[src/rtl/gen_stream_pkg.sv]
// gen_stream_pkg: FSM state, frame-size constants and width helpers shared by the frame streamer.
package gen_stream_pkg;
   typedef enum logic [2:0] {IDLE, START, FEED, DRAIN, FIN} state_t;
   localparam int FRAME_LEN_DEF = 16;
   localparam int IN_CH_DEF = 2;
   localparam int OUT_CH_DEF = 2;
   localparam int IN_SAMPLES = IN_CH_DEF * FRAME_LEN_DEF;
   localparam int OUT_SAMPLES = OUT_CH_DEF * FRAME_LEN_DEF;
   function automatic int addr_w(input int depth);
      return (depth > 1) ? $clog2(depth) : 1;
   endfunction
   function automatic int cnt_w(input int max_val);
      return (max_val > 1) ? $clog2(max_val + 1) : 1;
   endfunction
endpackage

[src/rtl/gen_frame_buf.sv]
// gen_frame_buf: simple dual-port sync RAM, one write port and one registered read port.
module gen_frame_buf import gen_stream_pkg::*; #(
   parameter int DW = 16,
   parameter int DEPTH = 32
) (
   input  logic                       clk,
   input  logic                       rst,
   input  logic                       we,
   input  logic [addr_w(DEPTH)-1:0]   wa,
   input  logic [DW-1:0]              wd,
   input  logic [addr_w(DEPTH)-1:0]   ra,
   output logic [DW-1:0]              rd
);
   logic [DW-1:0] mem [DEPTH];
   always_ff @(posedge clk) begin
      if (we) mem[wa] <= wd;
   end
   // only the read register is reset so rd is 0 out of reset; contents are not
   always_ff @(posedge clk or posedge rst) begin
      if (rst) rd <= '0;
      else rd <= mem[ra];
   end
endmodule

[src/rtl/gen_frame_streamer.sv]
// gen_frame_streamer: buffers one I/Q frame, streams it to generator_mini and captures the output frame.
// Define GEN_PERF_CNT_EN to build the perf_cycles busy-cycle counter; otherwise perf_cycles is 0.
module gen_frame_streamer import gen_stream_pkg::*; #(
   parameter int DATA_WIDTH = 16,
   parameter int FRAME_LEN = 16,
   parameter int IN_CH = 2,
   parameter int OUT_CH = 2,
   parameter int TIMEOUT_CYCLES = 4096
) (
   input  logic                                  clk,
   input  logic                                  rst,
   input  logic                                  wr_en,
   input  logic [addr_w(IN_CH*FRAME_LEN)-1:0]    wr_addr,
   input  logic [DATA_WIDTH-1:0]                 wr_data,
   input  logic                                  go,
   input  logic [addr_w(OUT_CH*FRAME_LEN)-1:0]   rd_addr,
   output logic [DATA_WIDTH-1:0]                 rd_data,
   output logic                                  gen_start,
   output logic [DATA_WIDTH-1:0]                 gen_data,
   output logic                                  gen_valid,
   input  logic                                  gen_ready,
   output logic [DATA_WIDTH-1:0]                 gen_cond,
   output logic                                  gen_cond_valid,
   input  logic [DATA_WIDTH-1:0]                 gen_out_data,
   input  logic                                  gen_out_valid,
   output logic                                  gen_out_ready,
   input  logic                                  gen_done,
   output logic                                  busy,
   output logic                                  frame_done,
   output logic                                  timeout_err,
   output logic [31:0]                           perf_cycles
);
   localparam int N_IN = IN_CH * FRAME_LEN;
   localparam int N_OUT = OUT_CH * FRAME_LEN;
   localparam int IAW = addr_w(N_IN);
   localparam int OAW = addr_w(N_OUT);
   localparam int ICW = cnt_w(N_IN);
   localparam int OCW = cnt_w(N_OUT);
   localparam int WDW = cnt_w(TIMEOUT_CYCLES);

   state_t state, state_nxt;
   logic [ICW-1:0] in_cnt, in_nxt;
   logic [OCW-1:0] out_cnt;
   logic [WDW-1:0] wd_cnt;
   logic [IAW-1:0] in_ra;
   logic [DATA_WIDTH-1:0] in_q;
   logic go_ok, streaming, in_hs, out_hs, in_last, out_last, wd_fire;
   logic unused_gen_done;

   assign go_ok = go && (state == IDLE);
   assign streaming = (state == FEED) || (state == DRAIN);
   assign gen_valid = (state == FEED);
   assign gen_data = gen_valid ? in_q : '0;
   assign gen_cond = gen_data;
   assign gen_cond_valid = gen_valid;
   assign gen_out_ready = streaming && (out_cnt < OCW'(N_OUT));
   assign gen_start = (state == START);
   assign frame_done = (state == FIN);
   assign busy = (state != IDLE);
   assign in_hs = gen_valid && gen_ready;
   assign out_hs = gen_out_valid && gen_out_ready;
   assign in_last = (in_cnt == ICW'(N_IN - 1));
   assign out_last = ((out_cnt + OCW'(out_hs)) == OCW'(N_OUT));
   assign wd_fire = streaming && !in_hs && !out_hs && (wd_cnt == WDW'(TIMEOUT_CYCLES - 1));
   // read one sample ahead so the registered RAM output already holds the next sample after a handshake
   assign in_nxt = in_cnt + ICW'(in_hs);
   assign in_ra = (in_nxt < ICW'(N_IN)) ? in_nxt[IAW-1:0] : '0;

   gen_frame_buf #(.DW(DATA_WIDTH), .DEPTH(N_IN)) u_in_buf (
      .clk(clk),
      .rst(rst),
      .we(wr_en && (state == IDLE)),
      .wa(wr_addr),
      .wd(wr_data),
      .ra(in_ra),
      .rd(in_q)
   );

   gen_frame_buf #(.DW(DATA_WIDTH), .DEPTH(N_OUT)) u_out_buf (
      .clk(clk),
      .rst(rst),
      .we(out_hs),
      .wa(out_cnt[OAW-1:0]),
      .wd(gen_out_data),
      .ra(rd_addr),
      .rd(rd_data)
   );

   always_comb begin
      state_nxt = state;
      unique case (state)
         IDLE:    state_nxt = go ? START : IDLE;
         START:   state_nxt = FEED;
         FEED:    state_nxt = wd_fire ? IDLE : (in_hs && in_last) ? DRAIN : FEED;
         DRAIN:   state_nxt = wd_fire ? IDLE : out_last ? FIN : DRAIN;
         FIN:     state_nxt = IDLE;
         default: state_nxt = IDLE;
      endcase
   end

   always_ff @(posedge clk or posedge rst) begin
      if (rst) begin
         state <= IDLE;
         in_cnt <= '0;
         out_cnt <= '0;
         wd_cnt <= '0;
         timeout_err <= 1'b0;
         unused_gen_done <= 1'b0;
      end else begin
         state <= state_nxt;
         if (go_ok) begin
            in_cnt <= '0;
            out_cnt <= '0;
            wd_cnt <= '0;
            timeout_err <= 1'b0;
            unused_gen_done <= 1'b0;
         end else begin
            if (in_hs) in_cnt <= in_cnt + 1'b1;
            if (out_hs) out_cnt <= out_cnt + 1'b1;
            if (streaming) wd_cnt <= (in_hs || out_hs) ? '0 : wd_cnt + 1'b1;
            if (wd_fire) timeout_err <= 1'b1;
            if (gen_done) unused_gen_done <= 1'b1;
         end
      end
   end

`ifdef GEN_PERF_CNT_EN
   always_ff @(posedge clk or posedge rst) begin
      if (rst) perf_cycles <= '0;
      else if (go_ok) perf_cycles <= '0;
      else if (busy && (perf_cycles != '1)) perf_cycles <= perf_cycles + 1'b1;
   end
`else
   assign perf_cycles = '0;
`endif
endmodule

[config.mk]
export PLATFORM = sky130hd
export DESIGN_NAME = gen_frame_streamer
export DESIGN_NICKNAME = d
export VERILOG_FILES = /design/src/rtl/gen_stream_pkg.sv /design/src/rtl/gen_frame_buf.sv /design/src/rtl/gen_frame_streamer.sv
export SDC_FILE = /design/constraint.sdc
export NUM_CORES = 1
export LEC_CHECK = 0
export ABC_AREA = 1
export BUFFER_PORTS_ARGS = -buffer_cell sky130_fd_sc_hd__buf_2
export CORE_MARGIN = 3
export CORE_UTILIZATION = 25
export CTS_CLUSTER_DIAMETER = 50
export DETAILED_ROUTE_END_ITERATION = 16
export PLACE_DENSITY = 0.5
export SLEW_MARGIN = 20
export SYNTH_ARGS = -nofsm -noshare
export SYNTH_HDL_FRONTEND = slang
export SYNTH_SLANG_ARGS = --single-unit
[constraint.sdc]
create_clock -name clk -period 3.3 [get_ports clk]
set_input_delay 0.495 -clock clk [delete_from_list [all_inputs] [get_ports clk]]
set_output_delay 0.495 -clock clk [all_outputs]
set_load 0.1 [all_outputs]
After elaboration in Yosys (flattened, before gate mapping) --
Memories as Yosys holds them, arrays and structs flattened. A register that Yosys moved wholly into a read port is not among the register bits. Index checks and enable logic that the tools add are counted.
Cells by class: $add $sub $neg 5, order comparisons 2, eq/ne operators 7, muxes and demuxes 21, reductions and logical operators 19
Operator list (number):
- $mux 13 | 3
- $mux 6 | 4
- $mux 16 | 1
- $add 13x1->13 const B | 1
- $eq 13x12->1 const B | 1
- $add 6x1->6 | 2
- $add 6x1->6 const B | 2
- $lt 6x6->1 const B | 2
- $pmux 3 s4 | 1
- $logic_and 1x1->1 | 9
- $mux 1 | 8
- $reduce_bool 2->1 | 4
- $eq 3x2->1 const B | 2
- $eq 6x5->1 const B | 1
- $eq 6x6->1 const B | 1
- $mux 3 | 2
- $mux 5 | 1
- $eq 3x1->1 const B | 1
- $eq 3x3->1 const B | 1
- $logic_not 3->1 | 1
- $reduce_bool 3->1 | 1
- $logic_not 1->1 | 2
- $logic_or 1x1->1 | 2
- $mux 2 | 1
Word-level totals: bits in registers 29, memory bits (writable) 1024, input bits 49, output and inout bits 87, memories 2
Memory list:
- u_in_buf.mem | depth 32, bits a word 16, rd ports 1, clocked after Yosys merged registers in 1, write ports 1, RTL line gen_frame_buf.sv:14 | logic [DW-1:0] mem [DEPTH];
- u_out_buf.mem | depth 32, bits a word 16, rd ports 1, clocked after Yosys merged registers in 1, write ports 1, RTL line gen_frame_buf.sv:14

Longest topological paths before layout --
Gate-level depths: netlist (run 1).
depth after elaboration 9, gate-level depth with buffers 21, mapped depth without buffers 19

Modules after synthesis --
Synthesis (run 1) repeated with hierarchy kept, for this count alone.
Unflattened totals: cell total of the unflattened synthesis 3925, area total of the unflattened synthesis 45064.5 um^2
By module, submodules not included:
- gen_frame_buf | instances 2, cells an instance 1795, area each 21351.7 um^2, sequential area each 15775.1 um^2
- gen_frame_streamer | instances 1, cells an instance 335, area each 2361.0 um^2, sequential area each 725.7 um^2

Worst setup path before layout (run 1) --
No wires, ideal clock.
path type register to output, start reg state[1], end out gen_data[10], data arrival time 4396 ps, setup slack -1591 ps, cell stages (with the launch flop) 9, buffers on the path 2, path through dfrtp_1 > inv_1 > nor2_1 > inv_1 > nor2_1 > inv_1 > clkbuf_1 > nor2_1 > buf_4
On the way: cells in the longest elaborated chain, start to end 2
Ends and longest elaborated chain:
- start, declared | RTL line gen_frame_streamer.sv:41 | state_t state, state_nxt;
- start signal, assigned | RTL line gen_frame_streamer.sv:110 | state <= state_nxt;
- $eq 3x2->1 | RTL line gen_frame_streamer.sv:52 | assign gen_valid = (state == FEED);
- net gen_cond_valid | RTL line gen_frame_streamer.sv:23 | output logic gen_cond_valid,
- $mux 16 | RTL line gen_frame_streamer.sv:53 | assign gen_data = gen_valid ? in_q : '0;
- end, declared | RTL line gen_frame_streamer.sv:19 | output logic [DATA_WIDTH-1:0] gen_data,
The timed path passes the listed nets, and every way through them passes these cells.

Worst setup path after layout (run 1) --
start reg state[1], end reg u_in_buf.rd[9], read port of u_in_buf.mem
On the way: cells in the longest elaborated chain, start to end 5
Ends and longest elaborated chain:
- $eq 3x2->1 (*) | RTL line gen_frame_streamer.sv:52
- $logic_and 1x1->1 (*) | RTL line gen_frame_streamer.sv:60 | assign in_hs = gen_valid && gen_ready;
- $add 6x1->6 (*) | RTL line gen_frame_streamer.sv:66 | assign in_nxt = in_cnt + ICW'(in_hs);
- $lt 6x6->1 | RTL line gen_frame_streamer.sv:67 | assign in_ra = (in_nxt < ICW'(N_IN)) ? in_nxt[IAW-1:0] : '0;
- $mux 5 (*) | RTL line gen_frame_streamer.sv:67
- end, declared | RTL line gen_frame_buf.sv:12 | output logic [DW-1:0] rd
Mark *: on every way between the ends. The rest lies on a longest branch, timed or not. A chain may end at the register's enable or synchronous reset.

==> impl_results.md, run 1 <==
- Status: finished clean
- Final setup violating endpoints: 0
- Commonest non-fill, non-tap cells in the layout: edfxtp_1, nor2_1, nand2_1, inv_1, nand3_1
- Core Box Area: 0.1813 mm2
- DRT antenna net count: 0
- Max-slew headroom at the worst pin: 0.4153
- Total power: 0.04051 W
- Crit Path Category: flip-flop to flip-flop
- Io pins: 136
- Crit. End Element: flip-flop
- VDD IR-drop max: 0.0008615 V
- Crit-path max FO: 13
- Fraction of registers with async set/reset: 0.05622
- Crit-path cells: inv_1, nor2_1, inv_1, nor2_4, nand2_1, inv_1, ha_4, nand3_1, o21ai_4, buf_4, nand3_4, buf_12, clkbuf_16, nor2_1, nand2_1, nand3_1, nand3_2, nand2_1, nand2_1, nand2_1
- Die span in x: 433.9 um
- CP most frequent cell: nand2_1
- H-Tree Level Count: 3
- Site Rows: 156
- Via count: 30142
- Post-synth EDFFs: 1024
- Initial Utilization: 0.2525
- Post-synthesis xor/xnor area fraction: 0.0003826
- Max Freq: 0.3254 GHz
- Max-Cap Viols: 0
- P&R area growth vs syn: 17.92%
- Synth unique cells: 35
- Drc violations: 0
- Final instance area: 0.05399 mm2
- Seq cells post-synth: 1085
- Post-synthesis simple-gate area fraction: 0.1584
- Total GRT Usage: 0.1360
- Vias per inst: 4.571
- Least-Margin Pin Slew: 877.1 ps
- Die height: 433.9 um
- CTS max path bufs: 3
- PortBufs: 102
- Worst-Skew Late Latency: 720 ps
- Starting DRT DRC Count: 2597
- Largest net degree at the start of global routing: 102
- Critical Path RT: 3940 ps
- Complex-gate fraction of the synthesized area: 0.06573
- CTS root buf: clkbuf_16
- Final clock period utilization by the worst path: 0.9311
- Vias in the first global route: 28272
- CTS sink cnt: 1085
- Layout cell share with drive strength beyond 1: 0.1288
- Most common cell after layout, fill and taps aside: edfxtp_1
- Mapped Cells: 4012
- Post-Route Utilization: 0.2977
- Register area share after synthesis: 0.7050
- Final nets: 4192
- First-pass detailed-route iteration total: 5
- Detailed Place HPWL: 74920 um
- Mux cell area share after synthesis: 0
- Ys Warns: 0
- Worst path arrival time: 3720 ps
- Final Hold Fails: 0
- Ys flop type: edfxtp_1
- Avg Inst Size Synth: 11.41 um2
- Initial antenna violation count: 4
- Clock skew: 26.93 ps
- Adder-cell area share of the yosys netlist: 0.002733
- Combinational family with the most area after synthesis: simple AND/OR/NAND/NOR gates
- CTS tree: yes
- Pwr Density: 750.3 mW/mm2
- Pins over their slew limit: 0
- Full die area: 0.1883 mm2
- Mapped Area: 0.04578 mm2
- Crit path largest cell delay: 360 ps
- Worst min-delay path class: input pin to flip-flop
- Routability Congestion: 0.7783
- Gr ovfl total: 0
- Routed WL: 132000 um
- Area after DPL: 0.05015 mm2
- CP max-delay cell: dfrtp_1
- WL/cell: 20.01 um
- Crit start category: flip-flop
- Final min period: 3073 ps
- LEAKAGE: 19.94 nW
- First-pass GRT wire length: 192300 um
- Unrepaired setup endpoints after global routing: yes
- Num CTS Buffers: 114
- Clk pin slew, worst setup/hold paths: 60 ps
## path summary, 6_finish.rpt
path / startpoint / end / slack (ps) / depth (start not counted)
max: state[1]$_DFF_PP0_ / u_in_buf.rd[9]$_DFF_PP0_ / 230 / 20
min: gen_ready / in_cnt[1]$_DFFE_PP0P_ / 210 / 5
max in group asynchronous: rst / out_cnt[4]$_DFFE_PP0P_ / 2230 / 4
min reg2reg: timeout_err$_DFFE_PP0P_ / timeout_err$_DFFE_PP0P_ / 480 / 2
min in group asynchronous: rst / u_in_buf.rd[9]$_DFF_PP0_ / 250 / 3
max reg2reg: state[1]$_DFF_PP0_ / u_in_buf.rd[9]$_DFF_PP0_ / 230 / 20
## routing by layer
metal | vias to the layer above | routed length [um] | GRT usage
met5 | - | 21 | 0
met4 | 4 | 3290 | 0.03408
met3 | 167 | 6552 | 0.01951
met2 | 788 | 63410 | 0.2241
met1 | 14958 | 58700 | 0.1878
li1 | 14225 | - | -
## where the power goes
group | internal [W] | leakage, nW | switching (W) | total [W]
Sequential | 0.0155 | 9.97 | 0.000197 | 0.0157
Combinational | 0.00350 | 8.27 | 0.00904 | 0.0125
Clock | 0.00684 | 1.69 | 0.00544 | 0.0123
Total | 0.0258 | 19.9 | 0.0147 | 0.0405
## worst max-delay path: cells and delay by family, from the launching register on
family	cells	cell delay [ps]
AOI/OAI and AO/OA	1	260
DFF	1	360
and+or+nand+nor	12	1360
adders and majority gates	1	160
buffers and inverters	6	850
## cell families (layout without fill, tap and decap cells)
family	after synthesis	in the layout
AND/OR/NAND/NOR	1650	1650
XOR/XNOR	2	2
adder cells (fa/ha/maj)	10	10
buffers and inverters	755	935
flip-flops	1085	1085
AO/OA/AOI/OAI	509	509
other	1	33
## through the flow
step	setup TNS, ps	setup WS (ps)	hold WS [ps]	cells
4_1_cts	0	41.49	157.0	6586
5_1_grt	-11.76	-8.662	210.1	6593
2_1_floorplan	-11750	-365.1	443.3	4043
3_3_place_gp	0	124.7	434.6	6379
3_5_place_dp	0	63.33	438.9	6379
6_report	0	227.2	209.9	6594
## registers in the layout (all words and copies together) (netlist names), 3 cells and up
| register | flops |
|---|---|
| in_cnt | 6 |
| u_out_buf.rd | 16 |
| u_in_buf.rd | 16 |
| out_cnt | 6 |
| state | 3 |
| wd_cnt | 13 |
| u_out_buf.mem | 512 |
| u_in_buf.mem | 512 |
## cells in the mapped netlist, types with 13 or more instances
cell type     n  area share
a21oi_1      28      0.0031
a31oi_1      13      0.0018
buf_1        19      0.0016
buf_2        52      0.0057
buf_4        53      0.0087
clkbuf_1    179       0.015
dfrtp_1      61       0.033
edfxtp_1   1024        0.67
inv_1       449       0.037
nand2_1     458       0.038
nand3_1     373       0.041
nand4_1     182       0.025
nor2_1      581       0.048
nor3_1       14      0.0015
o21ai_0     323       0.035
o221ai_1     98       0.019
o22ai_1      30      0.0041
or2_2        34      0.0046
## area by class of cell
| class | count | area [um2] |
|---|---|---|
| fill | 18374 | 127300 |
| sequential | 1085 | 32280 |
| multi-input combinational | 2203 | 10830 |
| tap | 2370 | 2965 |
| clock buffer | 143 | 2962 |
| timing repair buffer | 277 | 2683 |
| inverter | 452 | 1713 |
| clock inverter | 63 | 553.0 |
| antenna | 1 | 2.502 |
## repair_timing
item	CTS	global route
setup endpoints to repair	0	42
hold buffers	1	0
setup buffers	0	3
hold endpoints to repair	10	0
resized for setup	0	56
No activity file was read; power rests on OpenSTA's default activity.
==> run 2, diff against run 1 <==
==> constraint.sdc (replaced) <==
create_clock -name clk -period 3.3 [get_ports clk]
set_input_delay 0.165 -clock clk [delete_from_list [all_inputs] [get_ports clk]]
set_output_delay 0.165 -clock clk [all_outputs]
set_load 0.1 [all_outputs]
==> run 2 against run 1 <==
Compared with the run above: total power shrank 0.63%; via count grew 0.29%; sequential share of layout area grew 0.43 points; cell area shrank 0.71%; cell count grew 0.18%; fmax shrank 0.73%; die area is the same; critical path type unchanged; critical endpoint is now u_in_buf.rd[13]$_DFF_PP0_; largest cell class unchanged.
==> impl_results.md, run 2 (synthesis gave the netlist of run 1 again) <==
- PortBufs: 102
- Max-slew headroom at the worst pin: 0.3806
- Clock skew: 29.09 ps
- First-pass detailed-route iteration total: 5
- P&R area growth vs syn: 17.09%
- CTS sink cnt: 1085
- LEAKAGE: 19.84 nW
- Least-Margin Pin Slew: 928.0 ps
- R2R Setup Slk: 200 ps
- FF-to-FF Start: state[1]$_DFF_PP0_
- CTS tree: yes
- Placed Cells: 6364
- Final clock period utilization by the worst path: 0.9380
- Num CTS Buffers: 114
- Final setup violating endpoints: 0
- Crit Reg-Reg Endpoint: u_in_buf.rd[13]$_DFF_PP0_
- Full die area: 0.1883 mm2
- Cells on worst reg2reg path: 19
- CP max-delay cell: dfrtp_1
- Site Rows: 156
- Crit path largest cell delay: 370 ps
- CTS max path bufs: 3
- Die height: 433.9 um
- Hold path startpoint: wr_data[6]
- Layout cell share with drive strength beyond 1: 0.1196
- Max-Cap Viols: 0
- Critical Path RT: 3930 ps
- Initial Utilization: 0.2525
- Status: finished clean
- Pwr Density: 750.9 mW/mm2
- Final instance count without filler cells: 6606
- Most common cell after layout, fill and taps aside: edfxtp_1
- Starting DRT DRC Count: 2773
- Critical path's top delay family: simple AND/OR/NAND/NOR gates
- Hold Path Cell Cnt: 1
- Die span in x: 433.9 um
- Endpoint, Worst Hold: u_in_buf.mem[10][6]$_DFFE_PP_
- Total power: 0.04025 W
- Crit-path max FO: 81
- DRT antenna net count: 0
- First-pass GRT wire length: 192600 um
- Worst path arrival time: 3720 ps
- H-Tree Level Count: 3
- Unrepaired setup endpoints after global routing: no
- Pins over their slew limit: 0
- Largest net degree at the start of global routing: 138
- Max Freq: 0.3231 GHz
- CP most frequent cell: nand2_1
- CP Buf/Inv Count: 5
- CTS root buf: clkbuf_16
- Detailed Place HPWL: 74080 um
- Gr ovfl total: 0
- Final min period: 3095 ps
- Via count: 30228
- Biggest regs: u_in_buf.mem (512), u_out_buf.mem (512)
- Routability Congestion: 0.7698
- Routed WL: 131900 um
- VDD IR-drop max: 0.0009980 V
- Final Hold Fails: 0
- Crit-path cells: inv_1, nor2_1, inv_1, nor2_4, nand2_1, inv_2, ha_4, inv_1, nor2_1, nand3_4, nand3_4, buf_16, nand2_1, nand3_1, nand3_1, nand3_1, nand2_2, nand2_1, nand2_1
- Worst min-delay path class: input pin to flip-flop
- Crit. End Element: flip-flop
- Final TNS setup: 0 ps
- Worst-Skew Late Latency: 740 ps
- Vias in the first global route: 28869
- Crit Path Category: flip-flop to flip-flop
- Drc violations: 0
- Vias per inst: 4.576
- Initial antenna violation count: 2
- WL/cell: 19.96 um
- Total GRT Usage: 0.1359
- Io pins: 136
- Final nets: 4204
- Core Box Area: 0.1813 mm2
- Clk pin slew, worst setup/hold paths: 60 ps
- Commonest non-fill, non-tap cells in the layout: edfxtp_1, nor2_1, nand2_1, inv_1, nand3_1
- Crit start category: flip-flop
## run 2: worst max path at each step
stage | from | end | slack [ps] | cells after the start
final | state[1]$_DFF_PP0_ | u_in_buf.rd[13]$_DFF_PP0_ | 200 | 19
after global routing | state[1]$_DFF_PP0_ | u_in_buf.rd[13]$_DFF_PP0_ | 50 | 19
after CTS | state[1]$_DFF_PP0_ | gen_data[9] | -5 | 8
after detailed placement | state[1]$_DFF_PP0_ | u_in_buf.rd[13]$_DFF_PP0_ | 120 | 19
after global placement | state[1]$_DFF_PP0_ | u_in_buf.rd[13]$_DFF_PP0_ | 140 | 19
after floorplan | state[1]$_DFF_PP0_ | u_out_buf.mem[23][0]$_DFFE_PP_ | -370 | 9
## run 2: report_power, final
part | total (W) | internal, W | switching (W)
registers | 0.0157 | 0.0155 | 0.000202
logic | 0.0123 | 0.00325 | 0.00908
clock network | 0.0122 | 0.00677 | 0.00547
total | 0.0402 | 0.0255 | 0.0147
## run 2: what timing repair did
| action | CTS | global route |
|---|---|---|
| cloned | 0 | 2 |
| hold endpoints to repair | 498 | 0 |
| gates resized for setup | 2 | 10 |
| pin swaps | 0 | 3 |
| hold buffers | 31 | 0 |
| buffers inserted | 0 | 2 |
| setup endpoints to repair | 2 | 10 |
## run 2: layout make-up
| type | count | area [um2] |
|---|---|---|
| Tap cell | 2370 | 2965 |
| Fill cell | 18509 | 127700 |
| Clock inverter | 63 | 555.5 |
| Sequential cell | 1085 | 32280 |
| Timing Repair Buffer | 289 | 2400 |
| Clock buffer | 140 | 2950 |
| Multi-Input combinational cell | 2203 | 10740 |
| Antenna cell | 4 | 10.01 |
| Inverter | 452 | 1708 |
## run 2: per-stage QoR
stage | util | worst slack (ps) | hold slack (ps) | instance area (um2)
global route | 0.2956 | 45.29 | 23.86 | 53590
floorplan | - | -365.1 | 263.9 | 45970
CTS | 0.2949 | -5.359 | 3.764 | 53480
detailed placement | 0.2738 | 117.4 | 415.4 | 49650
finish | 0.2956 | 204.7 | 64.83 | 53600
global placement | 0.2738 | 140.6 | 402.3 | 49650
## run 2: layer usage
layer,track usage,share of wire,vias to the layer above
li1,-,-,14244
met1,0.1872,0.45,14944
met2,0.2223,0.47,864
met3,0.02322,0.056,174
met4,0.03347,0.022,2
met5,0,0.00015,-
